===== config.mk =====
export PLATFORM = sky130hd
export DESIGN_NAME = wormhole_out_allocator
export DESIGN_NICKNAME = d
export VERILOG_FILES = /design/src/rtl/wormhole_out_allocator.sv
export SDC_FILE = /design/constraint.sdc
export NUM_CORES = 1
export LEC_CHECK = 0
export ABC_AREA = 1
export BUFFER_PORTS_ARGS = -buffer_cell sky130_fd_sc_hd__buf_4
export CAP_MARGIN = 20
export CORE_MARGIN = 3
export CORE_UTILIZATION = 28
export DETAILED_ROUTE_END_ITERATION = 8
export HOLD_SLACK_MARGIN = 0.1
export SETUP_SLACK_MARGIN = 0.3
export SLEW_MARGIN = 15
export SYNTH_ARGS = -nofsm -noshare
export SYNTH_HDL_FRONTEND = slang
export SYNTH_SLANG_ARGS = --single-unit

===== constraint.sdc =====
create_clock -name clk -period 2.7 [get_ports clk]
set_input_delay 0.27 -clock clk [delete_from_list [all_inputs] [get_ports clk]]
set_output_delay 0.27 -clock clk [all_outputs]
set_load 0.02 [all_outputs]

===== src/rtl/wormhole_out_allocator.sv =====
// Wormhole output allocator: round-robin head arbitration, lock until tail, credit-gated grants.
// Grant 1 cycle after lock; no grant while credit_cnt == 0 or owner has no flit.
module wormhole_out_allocator #(
   parameter int CREDITS = 4,
   parameter int CW      = 4
) (
   input  logic          clk,
   input  logic          rst,
   input  logic [4:0]    req,
   input  logic [4:0]    tail,
   input  logic          credit_in,
   output logic [4:0]    grant,
   output logic [4:0]    xbar_sel,
   output logic          valid_out,
   output logic [CW-1:0] credit_cnt,
   output logic          busy,
   output logic          err_ovf
);

   typedef enum logic {IDLE, LOCKED} state_t;

   state_t        state_q, state_d;
   logic [2:0]    owner_q, owner_d;
   logic [2:0]    ptr_q, ptr_d;
   logic [CW-1:0] credit_q, credit_d;
   logic          err_q, err_d;

   logic [9:0]    req_dbl;
   logic [9:0]    req_rot_full;
   logic [4:0]    req_rot;
   logic [2:0]    first_j;
   logic [3:0]    pick_sum;
   logic [2:0]    pick;
   logic [4:0]    owner_oh;
   logic          locked;
   logic          send;
   logic          credit_full;

   // Rotate req so bit 0 is the current priority pointer, then take the lowest set bit.
   always_comb begin
      req_dbl      = {req, req};
      req_rot_full = req_dbl >> ptr_q;
      req_rot      = req_rot_full[4:0];
      first_j      = 3'd0;
      for (int j = 4; j >= 0; j--) begin
         if (req_rot[j]) first_j = 3'(j);
      end
      pick_sum = {1'b0, ptr_q} + {1'b0, first_j};
      pick     = (pick_sum >= 4'd5) ? 3'(pick_sum - 4'd5) : pick_sum[2:0];
   end

   always_comb begin
      state_d     = state_q;
      owner_d     = owner_q;
      ptr_d       = ptr_q;
      credit_d    = credit_q;
      err_d       = err_q;
      locked      = (state_q == LOCKED);
      owner_oh    = 5'b00001 << owner_q;
      credit_full = (credit_q == CW'(CREDITS));
      send        = locked && req[owner_q] && (credit_q != '0);

      case (state_q)
         IDLE: begin
            if (req != 5'b0) begin
               owner_d = pick;
               state_d = LOCKED;
            end
         end
         LOCKED: begin
            if (send && tail[owner_q]) begin
               state_d = IDLE;
               ptr_d   = (owner_q == 3'd4) ? 3'd0 : owner_q + 3'd1;
            end
         end
         default: state_d = IDLE;
      endcase

      // A returned credit with nothing leaving at a full counter is a downstream protocol error.
      if (send && !credit_in) begin
         credit_d = credit_q - 1'b1;
      end else if (credit_in && !send) begin
         if (credit_full) err_d = 1'b1;
         else             credit_d = credit_q + 1'b1;
      end
   end

   always_ff @(posedge clk) begin
      if (rst) begin
         state_q  <= IDLE;
         owner_q  <= 3'd0;
         ptr_q    <= 3'd0;
         credit_q <= CW'(CREDITS);
         err_q    <= 1'b0;
      end else begin
         state_q  <= state_d;
         owner_q  <= owner_d;
         ptr_q    <= ptr_d;
         credit_q <= credit_d;
         err_q    <= err_d;
      end
   end

   assign grant      = send ? owner_oh : 5'b0;
   assign xbar_sel   = locked ? owner_oh : 5'b0;
   assign valid_out  = send;
   assign busy       = locked;
   assign credit_cnt = credit_q;
   assign err_ovf    = err_q;

endmodule


## After elaboration in Yosys (flattened, before gate mapping)

Cells that the tools add are included.

- Muxes and demuxes: 19
- Shift-type cells: 2
- Equality and inequality tests: 3
- Add/subtract/negate cells: 5
- Bitwise logic cells: 2
- $lt $le $gt $ge: 2
- Reduce and logical (&&, ||, !) cells: 14

Operators with widths:

| cell | count |
|---|---|
| 3-bit two-way mux | 7 |
| 4-bit two-way mux | 3 |
| 5-bit two-way mux | 2 |
| 10-bit by 3-bit >> shifter with 5-bit output | 1 |
| 1-bit binary-select mux with 3-bit select | 2 |
| 2-bit AND reduction | 3 |
| 1-bit logical AND | 5 |
| 5-bit nonzero test | 1 |
| 1-bit by 3-bit << shifter with 5-bit output (first input constant) | 1 |
| 3-bit by 3-bit adder with 4-bit output | 1 |
| 4-bit by 1-bit adder with 4-bit output (second input constant) | 1 |
| 4-bit by 3-bit == test with 1-bit output (second input constant) | 1 |
| 4-bit by 3-bit greater-or-equal comparator with 1-bit output (second input constant) | 1 |
| 3-bit by 4-bit < comparator with 1-bit output (second input constant) | 1 |
| 1-bit two-way mux | 4 |
| 4-bit nonzero test | 1 |
| 4-bit by 1-bit subtractor with 4-bit output (second input constant) | 1 |
| 3-bit by 1-bit adder with 3-bit output (second input constant) | 1 |
| 3-bit == test (second input constant) | 1 |
| 3-bit AND reduction | 1 |
| 3-bit subtractor (second input constant) | 1 |
| 1-bit logical NOT | 2 |
| 2-bit by 1-bit != test with 1-bit output (second input constant) | 1 |
| 1-bit inverter | 2 |
| 2 further kinds | 2 |

- Input bits: 13
- Register bits after elaboration: 12

## Depth between registers and ports, before layout

Gate-level depths: netlist of the first run.

- Depth after elaboration: 9
- Depth in mapped cells: 21
- Gate-level depth less buffers: 21

## Worst setup path before layout of the first run

No wires, ideal clock.

- Path type: flip-flop to flip-flop
- Start point: register ptr_q[0]
- End point: register owner_q[0]
- Stages on the path, launching flop included: 20
- Data arrival time: 2.517 ns
- Slack: 0.068 ns
- Buffers on the path: 1
- Path through: dfxtp_1 > buf_6 > nand2_1 > o21ai_2 > mux2i_1 > nand2_1 > nand2_1 > nand2_1 > a21oi_2 > ha_1 > fa_1 > inv_1 > ha_1 > inv_1 > nor2_1 > nor2_1 > nor2_1 > xor2_1 > o21ai_0 > inv_1

- Cells in the longest elaborated chain, start to end: 9

Ends and longest elaborated chain:

| what | RTL line | source |
|---|---|---|
| from (decl) | 24 | `logic [2:0] ptr_q, ptr_d;` |
| from (signal assigned) | 98 | `ptr_q <= ptr_d;` |
| 10-bit by 3-bit >> shifter with 5-bit output | 42 | `req_rot_full = req_dbl >> ptr_q;` |
| 3-bit two-way mux (5 in series) | 46 | `if (req_rot[j]) first_j = 3'(j);` |
| 3-bit by 3-bit adder with 4-bit output (*) | 48 | `pick_sum = {1'b0, ptr_q} + {1'b0, first_j};` |
| 4-bit by 3-bit greater-or-equal comparator with 1-bit output | 49 | `pick = (pick_sum >= 4'd5) ? 3'(pick_sum - 4'd5) : pick_sum[2:0];` |
| 3-bit two-way mux (*) | 49 |  |
| to (signal assigned) | 97 | `owner_q <= owner_d;` |
| to (decl) | 23 | `logic [2:0] owner_q, owner_d;` |

Every way passes the cells marked *; elsewhere a longest branch is shown, timed or not.
A chain may end at the register's enable or synchronous reset.

## Worst setup path after layout of the first run

Ends and elaborated chain as after synthesis.

==> results.sh, run 1 <==
export IMPL_layout_commonest_cell="nand2_1"
export IMPL_p_leak_uw=0.0009818
export IMPL_grt_pass1_wl_um=5423
export IMPL_vdd_drop_max_uv=285.7
export IMPL_postRouteWirelength_um=3398
export IMPL_io_buffers=29
export IMPL_avgSynthCellArea_um2=6.320
export IMPL_arrival_ns=2.79
export IMPL_via_per_inst=4.593
export IMPL_holdPathStages=2
export IMPL_start_util=0.3017
export IMPL_postPlaceCellArea_mm2=0.001659
export IMPL_cp_required_ns=2.84
export IMPL_cts_inserted_buffers=3
export IMPL_track_usage=0.1218
export IMPL_rrSetupSlack_ns=0.05
export IMPL_finalHoldViolCount=0
export IMPL_cts_reportedPaths_clkPinSlew_ns=0.05
export IMPL_synth_cells=215
export IMPL_yosysWarningCount=0
export IMPL_ys_ff_latch=12
export IMPL_grt_pass1_vias=1287
export IMPL_vias=1433
export IMPL_die_area_mm2=0.005724
export IMPL_antenna_found_initial=0
export IMPL_core_area_mm2=0.004504
export IMPL_clk_path_buf_depth=2
export IMPL_finalClockSkew_ns=0.002467
export IMPL_syn_area_mm2=0.001359
export IMPL_period_minus_slack_ns=2.654
export IMPL_drt_wirelength_per_cell_um=10.89
export IMPL_final_cell_area_mm2=0.001846
export IMPL_ant_nets=0
export IMPL_max_clock_freq_mhz=376.9
export IMPL_clk_latency_ns=0.24
export IMPL_gp_congestion=0.7880
export IMPL_rsz0062_at_grt="true"
export IMPL_finalSetupViolCount=0
export IMPL_dp_hpwl_um=2634
export IMPL_synth_area_leaders="dfxtp_1 18%, nand2_1 17%, ha_1 13%"
export IMPL_final_cell_mix="55 x nand2_1, 43 x buf_4, 35 x inv_1"
export IMPL_final_layout_size_suffix_gt1_frac=0.3346
export IMPL_finalMaxSlewViolations=0
export IMPL_worst_pin_slew_ns=0.3183
export IMPL_nNetsFinal=291
export IMPL_p_total_uw=2037
export IMPL_grt_ovfl_total=0
export IMPL_fin_util=0.4097
export IMPL_cp_end_kind="flop"
export IMPL_synth_top_area_frac=0.1768
export IMPL_pre_cts_slack_ns=-0.1123
export IMPL_die_w_um=75.66
export IMPL_root_buffer="clkbuf_8"
export IMPL_diodes=0
export IMPL_grt_max_degree=10
export IMPL_drc=0
export IMPL_area_growth_pct=35.82
export IMPL_min_path_type="in2reg"
export IMPL_htree_levels=1
export IMPL_start_kind="flop"
export IMPL_clkSinkCount=12
export IMPL_synth_seq_area_share=0.1768
export IMPL_setup_ws_ns=0.04645
export IMPL_synth_fp_nets=244
export IMPL_die_height_um=75.66
export IMPL_cp_max_fo=7
export IMPL_drt_pass1_iter_count=4
export IMPL_fin_crit_sh=0.9828
export IMPL_pin_count=30
export IMPL_yosysTopAreaCell="dfxtp_1"
export IMPL_rows=24
export IMPL_cts_tree="done"
export IMPL_crit_type="reg2reg"
export IMPL_outcome="completed"
export IMPL_reg2reg_depth=17
export IMPL_synth_cell_types=29
export IMPL_max_cap_viol_count=0
export IMPL_slew_headroom=0.7875
export IMPL_powerDensity_mw_per_mm2=1104
export IMPL_drtIter0Drc=62
[worst max-delay path, cell delays in order, from the launching register on]
cell and delay (ns):
dfxtp_4 0.38, buf_6 0.14, o21ai_2 0.07, or2_1 0.25, nand3_2 0.09, nand2_2 0.06
a21oi_2 0.10, ha_2 0.20, fa_1 0.45, inv_2 0.11, ha_4 0.13, inv_2 0.04
nor2_2 0.08, nor2_2 0.04, nor2_2 0.16, xor2_1 0.09, o21ai_1 0.11, inv_1 0.04
[what timing repair did]
| action | in CTS | in global routing |
|---|---|---|
| buffers inserted | 9 | 2 |
| setup endpoints to repair | 3 | 7 |
| gates cloned | 0 | 0 |
| resized for setup | 17 | 4 |
| hold buffers | 0 | 0 |
| pin swaps | 20 | 11 |
[per-layer routing]
layer  wire [um]  track usage
met1        1603       0.1458
met2        1643       0.2196
met3         124      0.02902
met4          27      0.02718
met5           0            0
[layout make-up]
type	instances	area (um2)
Clock buffer	3	41.29
Fill cell	482	2659
Inverter	41	153.9
Multi-Input combinational cell	160	1007
Sequential cell	12	244.0
Tap cell	52	65.06
Timing Repair Buffer	44	334.1
[per-stage QoR]
| step | instances | hold WS [ns] | TNS, ns |
|---|---|---|---|
| after floorplan | 215 | 0.3324 | 0 |
| final | 312 | 0.2492 | 0 |
| after global routing | 312 | 0.2530 | -0.2733 |
| after global placement | 298 | 0.4446 | -0.003765 |
| after CTS | 310 | 0.2499 | 0 |
| after detailed placement | 298 | 0.4438 | -0.2084 |
[worst paths after layout]
check,startpoint,endpoint
min reg2reg,err_ovf,err_ovf
max,ptr_q[0],owner_q[0]
max reg2reg,ptr_q[0],owner_q[0]
min,rst,busy
[Yosys cell counts]
| library cell | number |
|---|---|
| nand2_4 | 2 |
| inv_2 | 3 |
| a21boi_0 | 1 |
| nor2_2 | 1 |
| buf_6 | 1 |
| inv_1 | 38 |
| nand4_1 | 1 |
| mux2i_1 | 1 |
| nor2_8 | 1 |
| nor2_1 | 19 |
| xnor2_1 | 1 |
| a21oi_1 | 9 |
| nand2_1 | 60 |
| or2_1 | 2 |
| ha_1 | 14 |
| nand3b_1 | 1 |
| o21ai_2 | 4 |
| o21ai_0 | 4 |
| a21oi_2 | 3 |
| o211ai_1 | 3 |
| xor2_1 | 2 |
| nor3_1 | 7 |
| nand2_2 | 5 |
| fa_1 | 2 |
| dfxtp_1 | 12 |
| nand3_2 | 3 |
| nand3_1 | 11 |
| o21ai_1 | 3 |
| buf_4 | 1 |
[where the power goes]
| part | internal, uW | switching [uW] | total (uW) | leakage (uW) |
|---|---|---|---|---|
| Sequential | 243 | 91.5 | 334 | 0.0000996 |
| Combinational | 674 | 863 | 1540 | 0.000861 |
| Clock | 98.5 | 67.4 | 166 | 0.0000216 |
| Total | 1020 | 1020 | 2040 | 0.000982 |
[logic make-up after synthesis]
| family | share of synthesized area |
|---|---|
| and+or+nand+nor | 0.3849 |
| buffers and inverters | 0.1271 |
| AOI/OAI and AO/OA | 0.1261 |
| adders and majority gates | 0.1584 |
| DFF | 0.1768 |
| xor gates and xnor gates | 0.01934 |
| muxes | 0.007367 |
[sequential cells by signal (all words and copies together) (netlist names)]
register	count
busy	1
owner_q	3
credit_cnt	4
ptr_q	3
err_ovf	1
No activity file was read; power rests on OpenSTA's default activity.
==> inputs of run 2 (changes only) <==
- CTS_BUF_LIST: not set -> sky130_fd_sc_hd__clkbuf_16
==> results.sh, run 2 (synthesized netlist as in run 1, its figures left out) <==
export IMPL_critPathLaunch="ptr_q[0]"
export IMPL_pre_cts_slack_ns=-0.1123
export IMPL_layout_commonest_cell="nand2_1"
export IMPL_crit_top_cell="nor2_2"
export IMPL_cts_tree="done"
export IMPL_rows=24
export IMPL_die_height_um=75.66
export IMPL_dp_hpwl_um=2634
export IMPL_cts_inserted_buffers=3
export IMPL_p_total_uw=2131
export IMPL_critical_path_top_delay_family="adder cells"
export IMPL_cp_num_buf_inv=4
export IMPL_max_clock_freq_mhz=377.1
export IMPL_holdCritStartpoint="rst"
export IMPL_powerDensity_mw_per_mm2=1134
export IMPL_final_cell_mix="55 x nand2_1, 43 x buf_4, 35 x inv_1"
export IMPL_finalClockSkew_ns=0.0008898
export IMPL_cpPeakStageDelay_ns=0.45
export IMPL_dp_cells=298
export IMPL_arrival_ns=2.78
export IMPL_max_cap_viol_count=0
export IMPL_vdd_drop_max_uv=313.4
export IMPL_drt_pass1_iter_count=4
export IMPL_grt_ovfl_total=0
export IMPL_via_per_inst=4.577
export IMPL_clkSinkCount=12
export IMPL_finalHoldViolCount=0
export IMPL_drc=0
export IMPL_antenna_found_initial=0
export IMPL_clk_latency_ns=0.24
export IMPL_area_growth_pct=38.31
export IMPL_gp_congestion=0.7880
export IMPL_period_minus_slack_ns=2.652
export IMPL_vias=1428
export IMPL_grt_pass1_wl_um=5437
export IMPL_p_leak_uw=0.0009968
export IMPL_grt_max_degree=10
export IMPL_worst_pin_slew_ns=0.3135
export IMPL_grt_util_met2=0.2205
export IMPL_cp_required_ns=2.83
export IMPL_busiest_layer="met2"
export IMPL_core_area_mm2=0.004504
export IMPL_use_met3=0.02902
export IMPL_io_buffers=29
export IMPL_outcome="completed"
export IMPL_use_met1=0.1458
export IMPL_finalMaxSlewViolations=0
export IMPL_cp_max_fo=7
export IMPL_fin_hold_ws_ns=0.2572
export IMPL_critical_path_slowest_cell="fa_1"
export IMPL_pin_count=30
export IMPL_fin_cells=312
export IMPL_die_area_mm2=0.005724
export IMPL_start_kind="flop"
export IMPL_htree_levels=1
export IMPL_crit_type="reg2reg"
export IMPL_root_buffer="clkbuf_16"
export IMPL_final_layout_size_suffix_gt1_frac=0.3346
export IMPL_die_w_um=75.66
export IMPL_start_util=0.3017
export IMPL_fin_crit_sh=0.9822
export IMPL_drt_wirelength_per_cell_um=10.79
export IMPL_finalSetupViolCount=0
export IMPL_track_usage=0.1221
export IMPL_min_path_type="in2reg"
export IMPL_grt_pass1_vias=1288
export IMPL_nNetsFinal=291
export IMPL_drtIter0Drc=60
export IMPL_setup_ws_ns=0.04798
export IMPL_slew_headroom=0.7907
export IMPL_rsz0062_at_grt="true"
export IMPL_cp_cell_sequence="buf_6 > o21ai_2 > or2_1 > nand3_2 > nand2_2 > a21oi_2 > ha_2 > fa_1 > inv_2 > ha_4 > inv_2 > nor2_2 > nor2_2 > nor2_2 > xor2_1 > o21ai_1 > inv_1"
export IMPL_ant_nets=0
export IMPL_cts_hold_buf=0
export IMPL_finalSetupTns_ns=0
export IMPL_cts_reportedPaths_clkPinSlew_ns=0.04
export IMPL_diodes=0
export IMPL_rr_startpoint="ptr_q[0]"
export IMPL_postRouteWirelength_um=3368
export IMPL_largest_reg_flops=4
export IMPL_clk_path_buf_depth=2
export IMPL_cp_end_kind="flop"
==> run 2: layout make-up <==
class,count,area [um2]
fillers,477,2625
multi-input cells,160,1007
repair buffers,44,334.1
flip-flops and latches,12,244.0
inverters,41,153.9
clock buffers,3,75.07
well taps,52,65.06
==> run 2: repair_timing <==
item | 4_1_cts | 5_1_grt
pin swaps | 20 | 12
gates resized for setup | 17 | 4
setup endpoints to repair | 3 | 7
setup buffers | 9 | 2
==> run 2: worst register-to-register path: stages (launching register included) <==
cell and delay (ns):
dfxtp_4 0.38, buf_6 0.14, o21ai_2 0.07, or2_1 0.25, nand3_2 0.09, nand2_2 0.06
a21oi_2 0.10, ha_2 0.20, fa_1 0.45, inv_2 0.11, ha_4 0.13, inv_2 0.04
nor2_2 0.08, nor2_2 0.04, nor2_2 0.16, xor2_1 0.09, o21ai_1 0.11, inv_1 0.04
==> run 2: path summary, 6_finish.rpt <==
path              depth (start not counted)  slack, ns          to
setup / recovery                         17       0.05  owner_q[0]
hold / removal                            2       0.26        busy
setup reg to reg                         17       0.05  owner_q[0]
hold reg to reg                           2       0.45     err_ovf
==> run 2: power by group <==
group	switching [uW]	leakage, uW	total [uW]	internal (uW)
sequential	90.4	0.0000996	334	243
combinational	860	0.000860	1530	672
clock	72.6	0.0000370	265	193
total	1020	0.000997	2130	1110
==> run 2: per-layer routing <==
metal	up-vias	share of wire
li1	763	-
met4	0	0.0080
met1	634	0.46
met2	29	0.49
met5	-	0
met3	2	0.045
==> run 2: per-stage QoR <==
step	utilization	area [um2]
floorplan	-	1365
global placement	0.3683	1659
finish	0.4172	1879
CTS	0.4111	1852
global route	0.4172	1879
detailed placement	0.3683	1659
